`src/rtl/alu_mul_seq.sv`:
```
// rtl/alu_mul_seq.sv - sequential 32x32 shift-and-add multiplier using an external ALU adder
//
// Purpose: computes the low 32 bits of op_a*op_b over 32 iterations (IDLE -> COMP -> DONE).
//          Each COMP cycle presents acc/mc to an external ALU (ADD) and takes alu_out into
//          acc when the current multiplier LSB is set.
// Optional feature: define MUL_EARLY_EXIT_EN to leave COMP as soon as the remaining
//          multiplier is zero (same numeric result, shorter latency).
// Ports:
//   clk, reset        rising-edge clock, asynchronous active-high reset
//   start, op_a, op_b request and operands, sampled in IDLE only
//   busy, done        busy in COMP/DONE, done is a one-cycle pulse in DONE
//   result            product, held until the next completed operation
//   alu_a, alu_b      ALU operands (acc, mc) in COMP, zero otherwise
//   alu_op            ALU opcode, constant ADD
//   alu_out           combinational ALU result
module alu_mul_seq (
  input  logic        clk,
  input  logic        reset,
  input  logic        start,
  input  logic [31:0] op_a,
  input  logic [31:0] op_b,
  output logic        busy,
  output logic        done,
  output logic [31:0] result,
  output logic [31:0] alu_a,
  output logic [31:0] alu_b,
  output logic [2:0]  alu_op,
  input  logic [31:0] alu_out
);

  typedef enum logic [1:0] {S_IDLE, S_COMP, S_DONE} state_t;

  state_t      state_q, state_d;
  logic [31:0] acc_q, acc_d;
  logic [31:0] mc_q, mc_d;
  logic [31:0] mp_q, mp_d;
  logic [5:0]  cnt_q, cnt_d;
  logic [31:0] result_q, result_d;
  logic [31:0] acc_step;
  logic        early_exit;

  // Accumulator value after this cycle's iteration.
  assign acc_step = mp_q[0] ? alu_out : acc_q;

`ifdef MUL_EARLY_EXIT_EN
  assign early_exit = (mp_q == 32'd0);
`else
  assign early_exit = 1'b0;
`endif

  // State and datapath registers.
  always_ff @(posedge clk or posedge reset) begin
    if (reset) begin
      state_q  <= S_IDLE;
      acc_q    <= '0;
      mc_q     <= '0;
      mp_q     <= '0;
      cnt_q    <= '0;
      result_q <= '0;
    end else begin
      state_q  <= state_d;
      acc_q    <= acc_d;
      mc_q     <= mc_d;
      mp_q     <= mp_d;
      cnt_q    <= cnt_d;
      result_q <= result_d;
    end
  end

  // Next-state logic.
  always_comb begin
    state_d = state_q;
    case (state_q)
      S_IDLE: if (start) state_d = S_COMP;
      S_COMP: if (early_exit || cnt_q == 6'd31) state_d = S_DONE;
      S_DONE: state_d = S_IDLE;
      default: state_d = S_IDLE;
    endcase
  end

  // Datapath next values.
  always_comb begin
    acc_d    = acc_q;
    mc_d     = mc_q;
    mp_d     = mp_q;
    cnt_d    = cnt_q;
    result_d = result_q;
    case (state_q)
      S_IDLE: begin
        if (start) begin
          acc_d = '0;
          mc_d  = op_a;
          mp_d  = op_b;
          cnt_d = '0;
        end
      end
      S_COMP: begin
        if (early_exit) begin
          // Nothing left to add: publish acc without iterating.
          result_d = acc_q;
        end else begin
          acc_d = acc_step;
          mc_d  = mc_q << 1;
          mp_d  = mp_q >> 1;
          cnt_d = cnt_q + 6'd1;
          // Last iteration: result must include this edge's add.
          if (cnt_q == 6'd31) result_d = acc_step;
        end
      end
      default: ;
    endcase
  end

  // Outputs.
  always_comb begin
    busy   = (state_q != S_IDLE);
    done   = (state_q == S_DONE);
    alu_a  = '0;
    alu_b  = '0;
    alu_op = 3'b000;
    if (state_q == S_COMP) begin
      alu_a = acc_q;
      alu_b = mc_q;
    end
  end

  assign result = result_q;

endmodule

```
`config.mk`:
```
export PLATFORM = sky130hd
export DESIGN_NAME = alu_mul_seq
export DESIGN_NICKNAME = d
export VERILOG_FILES = /design/src/rtl/alu_mul_seq.sv
export SDC_FILE = /design/constraint.sdc
export NUM_CORES = 1
export LEC_CHECK = 0
export BUFFER_PORTS_ARGS = -buffer_cell sky130_fd_sc_hd__buf_2
export CORE_ASPECT_RATIO = 0.7
export CORE_MARGIN = 8
export CORE_UTILIZATION = 45
export DETAILED_ROUTE_END_ITERATION = 7
export PLACE_DENSITY = 0.72
export REMOVE_ABC_BUFFERS = 1
export SYNTH_ARGS = -nofsm -noshare
export SYNTH_HDL_FRONTEND = slang
export SYNTH_SLANG_ARGS = --single-unit
```
`constraint.sdc`:
```
create_clock -name clk -period 6.15 [get_ports clk]
set_clock_uncertainty 0.1 [all_clocks]
set_input_delay 0.3075 -clock clk [delete_from_list [all_inputs] [get_ports clk]]
set_output_delay 0.3075 -clock clk [all_outputs]
set_load 0.01 [all_outputs]
```
==> out/results.tsv, run 1 <==
stage	metric	value	unit
synthesis	synth_cell_types	33	
floorplan	die_w	159	µm
timing	fmax	329	MHz
synthesis	yosys.area.top_type_share	52.8	%
clocking	cts-root-buf	clkbuf_16	
setup_path	cpMaxStageDelayCell	buf_4	
clocking	htreeDepth	4	
clocking	post_cts_resized	0	
synthesis	synth_compound_area_share	17.6	%
setup_path	cp-start-kind	flop	
clocking	worstSkewPairLatency	420	ps
synthesis	synth_enable_flop_cells	0	
flow_run	max-cap-violations	0	
setup_path	cp_max_fo	71	
floorplan	rows	36	
setup_path	slowest_delay	610	ps
detailed_routing	via_per_inst	5.33	
synthesis	synth_top_cells_by_area	dfrtp_1 (53%), a22oi_1 (7.1%), mux2_4 (6.8%)	
timing	timing.setup.tns	0	ps
clocking	cts_buffers	17	
detailed_routing	wl_per_cell	17.9	µm
clocking	cts_buffer_depth	2	
power	p_leak	4.08	nW
timing	layout_setup_ws	3110	ps
floorplan	core	0.0140	mm²
global_route	grt_pass1_vias	5313	
placement	post-dp-hpwl	11.3	mm
detailed_routing	drtAntennaViolNets	0	
placement	place_ws	3420	ps
synthesis	yosysWarningCount	0	
layout	fill_cells	1209	
setup_path	cp_common_cell	buf_4	
synthesis	synth_flop_cell	dfrtp_1	
synthesis	synthMuxAreaShare	13.2	%
synthesis	synthSimpleGateAreaFrac	11.9	%
floorplan	ios	200	
synthesis	ys_seq_area_share	52.8	%
synthesis	synth_xor_area_share	0	%
detailed_routing	vias	5094	
synthesis	yosys.area.top_type	dfrtp_1	
floorplan	dieArea	0.0185	mm²
global_route	gr-total-overflow	0	
global_route	antenna_found_initial	1	
setup_path	critPathBufInv	3	
synthesis	async_flop_share	100	%
placement	portBuffers	196	
floorplan	fp.dieH	116	µm
setup_path	worstSetupPathType	flop to primary output	
placement	gp_congestion	0.766	
global_route	grt_max_degree	81	
clocking	cts_tree	done	
layout	drive_above_1_share	40.7	%
synthesis	syn_avg_cell_area	11.2	µm²
timing	hold_violations	0	
synthesis	synth_top_family_by_area	compound AO/OA/AOI/OAI gates	
setup_path	critPathCaptureType	primary output	
layout	finalNetCount	848	
detailed_routing	drt-initial-drc-count	277	
layout	area_delta_synth_final	25.3	%
timing	finalCriticalPeriod	3040	ps
power	powerDensity	490	mW/mm²
setup_path	worstPathRequired	5740	ps
detailed_routing	routed_wl	17.1	mm
synthesis	ys_ff_latch	136	
detailed_routing	first_pass_iters	5	
synthesis	synthAdderAreaFrac	0.194	%
timing	rsz0062_at_grt	false	
synthesis	synth_common_cells	dfrtp_1 (136), and2_1 (66), o21ai_0 (65)	
timing	period_share	49.4	%
timing	report.final.slew_viol_count	0	
timing	worst_slew_pin_slew	1220	ps
timing	slew_headroom	18.7	%
power	peakVddDrop	0.285	mV
synthesis	synth_cells	576	
timing	setup_viol	0	
synthesis	yosysMostFrequentCell	dfrtp_1	
global_route	grt_pass1_wl	27.4	mm
status	status	completed	
synthesis	syn_area	0.00645	mm²
global_route	track_usage	18.2	%
clocking	cts_sinks	136	
detailed_routing	drc	0	
setup_path	worstPathArrival	2630	ps
clocking	cts.reportedPaths.clkPinSlew	60	ps
hold_path	hp-class	input port to flop	
floorplan	initial_core_util	46.2	%
setup_path	critPathTopFamily	buffers and inverters	
setup_path	path_cells	buf_4, nor2b_4, buf_4, and2_1, buf_2	
[per-layer routing]
| metal | track usage, % | part of all wire [%] | up-vias |
|---|---|---|---|
| met5 | 0 | 0 | - |
| met2 | 28.7 | 49 | 174 |
| met4 | 7.89 | 1.9 | 0 |
| met3 | 4.75 | 5.6 | 26 |
| met1 | 23.7 | 44 | 2501 |
| li1 | - | - | 2393 |
[layout by cell type (no fill, tap or decap), types with 2 or more instances in the layout]
master,n
mux2i_1,2
conb_1,3
dfrtp_1,134
clkinv_2,2
clkbuf_16,17
a22oi_1,61
inv_6,6
buf_2,196
dfrtp_2,2
clkinv_4,4
clkinvlp_4,2
nand3_1,2
nand2_1,64
a22o_1,35
diode_2,4
nor2b_4,2
inv_1,2
a21oi_1,4
nor3b_1,2
buf_4,8
mux2_4,29
and2_1,66
o21ai_0,65
mux2_2,35
nand2b_1,2
[per-stage QoR]
stage               power [mW]  hold slack (ps)  instances  utilization (%)  instance area (µm²)
floorplan                 2.45              340        524                -                 6190
global placement          2.97              364        918             53.8                 7510
detailed placement        3.04              373        918             53.8                 7510
CTS                       4.01             10.7        951             57.8                 8070
global route              4.22             15.4        952             57.8                 8070
finish                    3.96             28.9        955             57.9                 8080
[power by group]
part           leakage (nW)  total, mW  switching, mW  internal, mW
sequential             1.80       1.51          0.250          1.26
clock                 0.270      0.948          0.413         0.535
combinational          2.01       1.50          0.719         0.786
[cell families (layout without fill, tap and decap cells)]
family / after synthesis / in the layout
buffers and inverters: 57 / 240
other: 1 / 7
AOI/OAI and AO/OA: 168 / 168
DFF: 136 / 136
muxes: 66 / 66
adders and majority gates: 1 / 1
and+or+nand+nor: 147 / 147
[timing repair]
| action | 4_1_cts | 5_1_grt |
|---|---|---|
| hold endpoints to repair | 79 | 0 |
| setup endpoints to repair | 0 | 0 |
| hold buffers | 1 | 0 |
| buffers inserted | 0 | 0 |
[registers in the layout, summed over array words and instances (netlist names)]
name     cells
result      32
state_q      2
cnt_q        6
mp_q        32
acc_q       32
mc_q        32
[path summary, 6_finish.rpt]
kind	start	to	slack (ps)	depth (start not counted)
min in group asynchronous	reset	result[13]	470	3
worst max register to register	state_q[0]	acc_q[12]	3430	4
worst min register to register	mp_q[14]	mp_q[14]	380	2
worst min-delay path	alu_out[11]	acc_q[11]	30	2
worst max-delay path	state_q[0]	alu_b[19]	3110	5
max in group asynchronous	reset	state_q[1]	4220	4
[area by class of cell]
cell class,count,area [µm²],area share (%)
sequential,136,3410,42.1
multi-input combinational,385,2810,34.7
timing repair buffer,205,1050,13.0
clock buffer,18,439,5.43
tap,190,238,2.94
clock inverter,14,115,1.42
inverter,3,16.3,0.201
antenna,4,10.0,0.124
Note: power is estimated with default switching activity, not from simulation.
==> run 2, diff against run 1 <==
--- a/config.mk
+++ b/config.mk
@@ -5,6 +5,7 @@
 export SDC_FILE = /design/constraint.sdc
 export NUM_CORES = 1
 export LEC_CHECK = 0
+export ABC_AREA = 1
 export BUFFER_PORTS_ARGS = -buffer_cell sky130_fd_sc_hd__buf_2
 export CORE_ASPECT_RATIO = 0.7
 export CORE_MARGIN = 8
==> constraint.sdc (replaced) <==
create_clock -name clk -period 3 [get_ports clk]
set_clock_uncertainty 0.1 [all_clocks]
set_input_delay 0.15 -clock clk [delete_from_list [all_inputs] [get_ports clk]]
set_output_delay 0.15 -clock clk [all_outputs]
set_load 0.01 [all_outputs]
==> run 2 against run 1 <==
Against the previous run: sequential power grew 85%; critical path depth grew 2; synthesized cell count grew 42%; flip-flop and latch count is the same; sequential share of layout area shrank 3.7 points; area after synthesis shrank 1.7%; critical path type unchanged; clock power grew 110%; routed wire length grew 7.7%; first-iteration DRC count grew 64%; clock-buffer cell count grew 1; largest power group unchanged.
==> out/results.tsv, run 2 <==
stage	metric	value	unit	change
status	status	completed		
synthesis	yosys.area.top_type	dfrtp_1		
clocking	cts_buffers	17		unchanged
placement	post-dp-hpwl	11.5	mm	+1.7%
global_route	grt_pass1_vias	6063		+14%
synthesis	ys_ff_latch	136		unchanged
clocking	cts_buffer_depth	2		unchanged
synthesis	ys_seq_area_share	53.7	%	+0.90 points
setup_path	cpMaxStageDelayCell	inv_4		
setup_path	critPathCaptureType	primary output		
clocking	cts.reportedPaths.clkPinSlew	60	ps	about the same
timing	whs	16.1	ps	-12.8 ps
layout	final_cell_mix	nand2_1 (263), buf_2 (196), nand3_1 (167)		
hold_path	hp-class	input port to flop		
synthesis	yosysWarningCount	0		unchanged
layout	fill_cells	1192		-1.4%
power	switching_share	36.9	%	+2.0 points
synthesis	synth_flop_cell	dfrtp_1		
synthesis	yosysMostFrequentCell	nand2_1		
synthesis	syn_area	0.00634	mm²	-1.7%
global_route	track_usage	20.4	%	+2.2 points
setup_path	slowest_delay	460	ps	-150 ps
power	peakVddDrop	0.374	mV	+31%
placement	place_ws	898	ps	-2520 ps
setup_path	path_cells	inv_2, nand2_4, inv_4, buf_4, nand2_1, inv_1, buf_2		
power	p_leak	4.75	nW	+16%
floorplan	initial_core_util	45.9	%	-0.33 points
power	combPwrFrac	33.2	%	-4.8 points
setup_path	cp-start-kind	flop		
synthesis	synth_cell_types	20		-39%
timing	report.final.slew_viol_count	0		unchanged
floorplan	rows	36		unchanged
timing	period_share	85.7	%	
clocking	cts_sinks	136		unchanged
clocking	htreeDepth	4		unchanged
setup_path	worstPathArrival	2320	ps	-310 ps
timing	setup_viol	0		unchanged
floorplan	die_w	158	µm	-0.75%
placement	portBuffers	196		unchanged
flow_run	max-cap-violations	0		unchanged
placement	gp_congestion	0.808		+5.5%
setup_path	worstSetupPathType	flop to primary output		
floorplan	dieArea	0.0182	mm²	-1.5%
detailed_routing	first_pass_iters	5		unchanged
synthesis	synth_enable_flop_cells	0		unchanged
synthesis	synth_cells	817		+42%
detailed_routing	via_per_inst	4.89		-8.2%
timing	rsz0062_at_grt	false		
setup_path	worstPathRequired	2750	ps	-2990 ps
detailed_routing	drc	0		unchanged
power	powerDensity	809	mW/mm²	+65%
layout	finalNetCount	1169		+38%
power	p_clk_share	27.7	%	+3.8 points
layout	mostFrequentLayoutCell	nand2_1		
floorplan	fp.dieH	115	µm	-0.72%
detailed_routing	drt-initial-drc-count	455		+64%
clocking	cts-root-buf	clkbuf_16		
detailed_routing	wl_per_cell	14.5	µm	-19%
global_route	antenna_found_initial	0		-1
global_route	grt_pass1_wl	30.1	mm	+10%
power	pwr-share-seq	39.1	%	+1.0 points
setup_path	cp_max_fo	42		-41%
global_route	gr-total-overflow	0		unchanged
synthesis	synth_top_cells_by_area	dfrtp_1 (54%), nand2_1 (16%), nand3_1 (13%)		
synthesis	synth_common_cells	nand2_1 (265), nand3_1 (167), dfrtp_1 (136)		
timing	layout_setup_ws	430	ps	-2680 ps
timing	hold_violations	0		unchanged
clocking	post_cts_resized	0		unchanged
synthesis	yosys.area.top_type_share	53.7	%	+0.90 points
setup_path	critPathBufInv	5		+2
detailed_routing	drtAntennaViolNets	0		unchanged
synthesis	async_flop_share	100	%	unchanged
timing	finalCriticalPeriod	2570	ps	
floorplan	ios	200		unchanged
clocking	cts_tree	done		
detailed_routing	vias	6231		+22%
power	p_int	4.52	mW	+75%
clocking	worstSkewPairLatency	410	ps	about the same
layout	area_delta_synth_final	39.5	%	
timing	fmax	389	MHz	
timing	slew_headroom	34.4	%	+16 points
detailed_routing	routed_wl	18.4	mm	+7.7%
layout	drive_above_1_share	22.7	%	-18 points
synthesis	syn_avg_cell_area	7.76	µm²	-31%
power	switching_power	2.64	mW	+91%
floorplan	core	0.0138	mm²	-0.97%
global_route	grt_max_degree	70		-14%
setup_path	critPathTopFamily	buffers and inverters		
timing	worst_slew_pin_slew	983	ps	-236 ps
[run 2: changes by cell type after synthesis, moves of 6 or more]
| cell | before | now |
|---|---|---|
| a22oi_1 | 61 | 0 |
| mux2_2 | 35 | 0 |
| clkbuf_1 | 35 | 22 |
| nand3_1 | 2 | 167 |
| inv_1 | 3 | 71 |
| nor2_1 | 0 | 39 |
| nand4_1 | 1 | 7 |
| mux2_4 | 29 | 0 |
| a22o_1 | 35 | 0 |
| buf_2 | 9 | 31 |
| and2_1 | 66 | 0 |
| nand2_1 | 64 | 265 |
[run 2: cell families (layout without fill, tap and decap cells)]
group                      Yosys count  count (layout)  share of synthesized area (%)
buffers and inverters              131             394                           8.56
AOI/OAI and AO/OA                   68              68                           5.41
xor gates and xnor gates             1               1                          0.138
other                                1               4                         0.0591
DFF                                136             136                           53.7
adders and majority gates            1               1                          0.197
and+or+nand+nor                    479             479                           32.0
[run 2: power by group through the flow]
| stage | Combinational, mW | Clock, mW | Sequential, mW |
|---|---|---|---|
| CTS | 2.38 | 2.02 | 2.79 |
| finish | 2.38 | 1.98 | 2.80 |
| detailed placement | 2.29 | 0 | 2.81 |
| floorplan | 1.46 | 0 | 2.73 |
| global placement | 2.25 | 0 | 2.80 |
| global route | 2.69 | 2.11 | 2.87 |
[run 2: layer usage]
metal	part of all wire, %	routed length [µm]	GRT usage (%)
met2	47	8690	32.6
met1	45	8300	27.2
met4	0.69	127	5.56
met5	0	0	0
met3	7.1	1310	5.03
[run 2: final cells by class]
type                       count  area [µm²]  share of cell area [%]
clock buffer                  19         443                    5.01
multi-input combinational    552        2420                    27.4
sequential                   136        3400                    38.5
inverter                      73         282                    3.18
antenna                        1        2.50                  0.0283
timing repair buffer         289        1930                    21.9
tap                          190         238                    2.69
clock inverter                13         124                    1.40
[run 2: path summary, 6_finish.rpt]
kind | start | endpoint | slack [ps] | depth (start not counted)
hold reg to reg | result[26] | result[26] | 370 | 2
setup reg to reg | state_q[1] | result[2] | 950 | 7
hold / removal | alu_out[0] | acc_q[0] | 20 | 5
max in group asynchronous | reset | mp_q[5] | 1830 | 4
setup / recovery | state_q[1] | alu_b[12] | 430 | 7
min in group asynchronous | reset | result[20] | 220 | 3
[run 2: what timing repair did]
| action | in CTS | in global routing |
|---|---|---|
| hold buffers | 82 | 0 |
| endpoints found under the hold margin | 130 | 0 |
| buffers inserted | 0 | 0 |
[run 2: worst register-to-register path, stage by stage (launching register included)]
cell and delay (ps):
dfrtp_1 390, inv_2 150, nand2_4 290, inv_4 470, nand2_1 100, buf_4 280, nand2_1 100, nand2_1 60
[run 2: stage by stage]
stage               setup TNS (ps)  cells  power [mW]  utilization (%)  area [µm²]
global route                     0   1272        7.67             64.0        8840
finish                           0   1273        7.15             64.0        8850
detailed placement               0   1158        5.10             53.9        7460
global placement                 0   1158        5.05             53.9        7460
floorplan                  -302300    761        4.19                -        6080
CTS                              0   1272        7.20             64.0        8840
==> run 3, diff against run 2 <==
--- a/config.mk
+++ b/config.mk
@@ -11,8 +11,10 @@
 export CORE_MARGIN = 8
 export CORE_UTILIZATION = 45
 export DETAILED_ROUTE_END_ITERATION = 7
+export MAX_ROUTING_LAYER = met4
 export PLACE_DENSITY = 0.72
 export REMOVE_ABC_BUFFERS = 1
+export SKIP_CTS_REPAIR_TIMING = 1
 export SYNTH_ARGS = -nofsm -noshare
 export SYNTH_HDL_FRONTEND = slang
 export SYNTH_SLANG_ARGS = --single-unit
==> run 3 against run 2 <==
Against the previous run: the run now ends with negative hold slack left; final cell count is 1.3% lower; register-to-register slack lost 20 ps; worst setup slack worse by 2.6 ps; critical path type unchanged; critical endpoint is now alu_b[19].
==> out/results.tsv, run 3 (same netlist as run 2, synthesis figures left out) <==
stage	metric	value	unit	change
status	status	finished, violations left		
status	failed_checks	negative hold slack		
clocking	cts_buffer_depth	2		unchanged
timing	rsz0062_at_grt	false		
setup_path	cpMaxStageDelayCell	inv_4		
layout	area_delta_synth_final	37.0	%	
flow_run	max-cap-violations	0		unchanged
timing	hold_violations	3		+3
floorplan	rows	36		unchanged
placement	place_ws	898	ps	unchanged
setup_path	worstSetupPathType	flop to primary output		
power	peakVddDrop	0.416	mV	+11%
placement	portBuffers	196		unchanged
global_route	grt_max_degree	70		unchanged
detailed_routing	drc	0		unchanged
floorplan	core	0.0138	mm²	unchanged
layout	final_cell_mix	nand2_1 (263), buf_2 (196), nand3_1 (167)		
clocking	cts-root-buf	clkbuf_16		
clocking	worstSkewPairLatency	410	ps	about the same
placement	post-dp-hpwl	11.5	mm	unchanged
layout	stdcell_area	0.00869	mm²	-1.8%
detailed_routing	vias	6149		-1.3%
power	p_leak	4.68	nW	-1.3%
clocking	cts_buffers	17		unchanged
global_route	track_usage	19.3	%	-1.1 points
setup_path	cp-start-kind	flop		
timing	finalCriticalPeriod	2570	ps	+2.57 ps
floorplan	fp.dieH	115	µm	unchanged
global_route	gr-total-overflow	0		unchanged
layout	mostFrequentLayoutCell	nand2_1		
layout	drive_above_1_share	23.1	%	+0.34 points
detailed_routing	wl_per_cell	14.5	µm	about the same
clocking	cts_tree	done		
setup_path	path_cells	inv_2, nand2_4, inv_4, buf_4, nand2_1, inv_1, buf_2		
timing	setup_viol	0		unchanged
floorplan	die_w	158	µm	unchanged
clocking	cts.reportedPaths.clkPinSlew	60	ps	about the same
floorplan	dieArea	0.0182	mm²	unchanged
placement	gp_congestion	0.820		+1.5%
placement	place_area	0.00746	mm²	unchanged
timing	slew_headroom	33.8	%	-0.65 points
timing	period_share	85.8	%	about the same
clocking	cts_sinks	136		unchanged
global_route	antenna_found_initial	0		unchanged
layout	finalNetCount	1153		-1.4%
global_route	grt_pass1_vias	5522		-8.9%
detailed_routing	routed_wl	18.2	mm	-1.3%
timing	report.final.slew_viol_count	0		unchanged
setup_path	worstPathRequired	2750	ps	about the same
setup_path	cp_max_fo	42		unchanged
timing	worst_slew_pin_slew	993	ps	+9.79 ps
detailed_routing	drtAntennaViolNets	0		unchanged
clocking	htreeDepth	4		unchanged
setup_path	worstPathArrival	2320	ps	about the same
global_route	grt_pass1_wl	27.5	mm	-8.6%
setup_path	slowest_delay	460	ps	about the same
hold_path	hp-class	input port to flop		
setup_path	critPathCaptureType	primary output		
detailed_routing	via_per_inst	4.89		about the same
power	powerDensity	820	mW/mm²	+1.4%
detailed_routing	first_pass_iters	6		+1
power	total_power	7.12	mW	-0.46%
timing	layout_setup_ws	427	ps	-2.57 ps
floorplan	initial_core_util	45.9	%	unchanged
floorplan	ios	200		unchanged
detailed_routing	drt-initial-drc-count	469		+3.1%
timing	whs	-11.1	ps	-27.3 ps
timing	fmax	389	MHz	about the same
## run 3: cell types whose count changed in the layout (fill, tap and decap cells not counted), sizes merged
cell,previous run,this run
dlygate4sd3,82,66
## run 3: power by group
part	switching, mW	internal (mW)	total, mW
Combinational	1.43	0.919	2.35
Clock	0.809	1.17	1.98
Sequential	0.382	2.41	2.80
Total	2.62	4.50	7.12
## run 3: worst paths after layout
check                      depth (start not counted)  slack [ps]         end   startpoint
setup reg to reg                                   7         930  result[20]   state_q[1]
setup / recovery                                   7         430   alu_b[19]   state_q[1]
hold reg to reg                                    2         360  result[26]   result[26]
hold / removal                                     5         -10   acc_q[14]  alu_out[14]
max in group asynchronous                          4        1810     mp_q[0]        reset
min in group asynchronous                          3         220  result[31]        reset
## run 3: through the flow
stage / instances / hold slack [ps] / util (%) / setup TNS [ps]
final: 1257 / -11.1 / 62.8 / 0
after global routing: 1256 / 2.53 / 62.8 / 0
after CTS: 1190 / -325 / 58.0 / 0
after detailed placement: 1158 / 126 / 53.9 / 0
after global placement: 1158 / 125 / 53.9 / 0
after floorplan: 761 / 160 / - / -302300
## run 3: worst max-delay path, delay by kind of cell, from the launching register on
family | cells | cell delay [ps]
AND/OR/NAND/NOR | 2 | 390
buffers and inverters | 5 | 1110
flip-flops | 1 | 390
## run 3: layout make-up
class                           count  area (µm²)
Clock buffer                       19         443
Inverter                           73         282
Clock inverter                     13         124
Sequential cell                   136        3400
Antenna cell                        1        2.50
Tap cell                          190         238
Fill cell                        1222        5140
Timing Repair Buffer              273        1770
Multi-Input combinational cell    552        2420
## run 3: metal layers
layer  part of all wire, %  vias to the layer above  GRT usage [%]
met1                    47                     2865           26.9
met5                     0                        -              -
met4                  0.49                        0           4.74
met3                   6.3                        7           4.51
met2                    47                      190           27.8
li1                      -                     3087              -
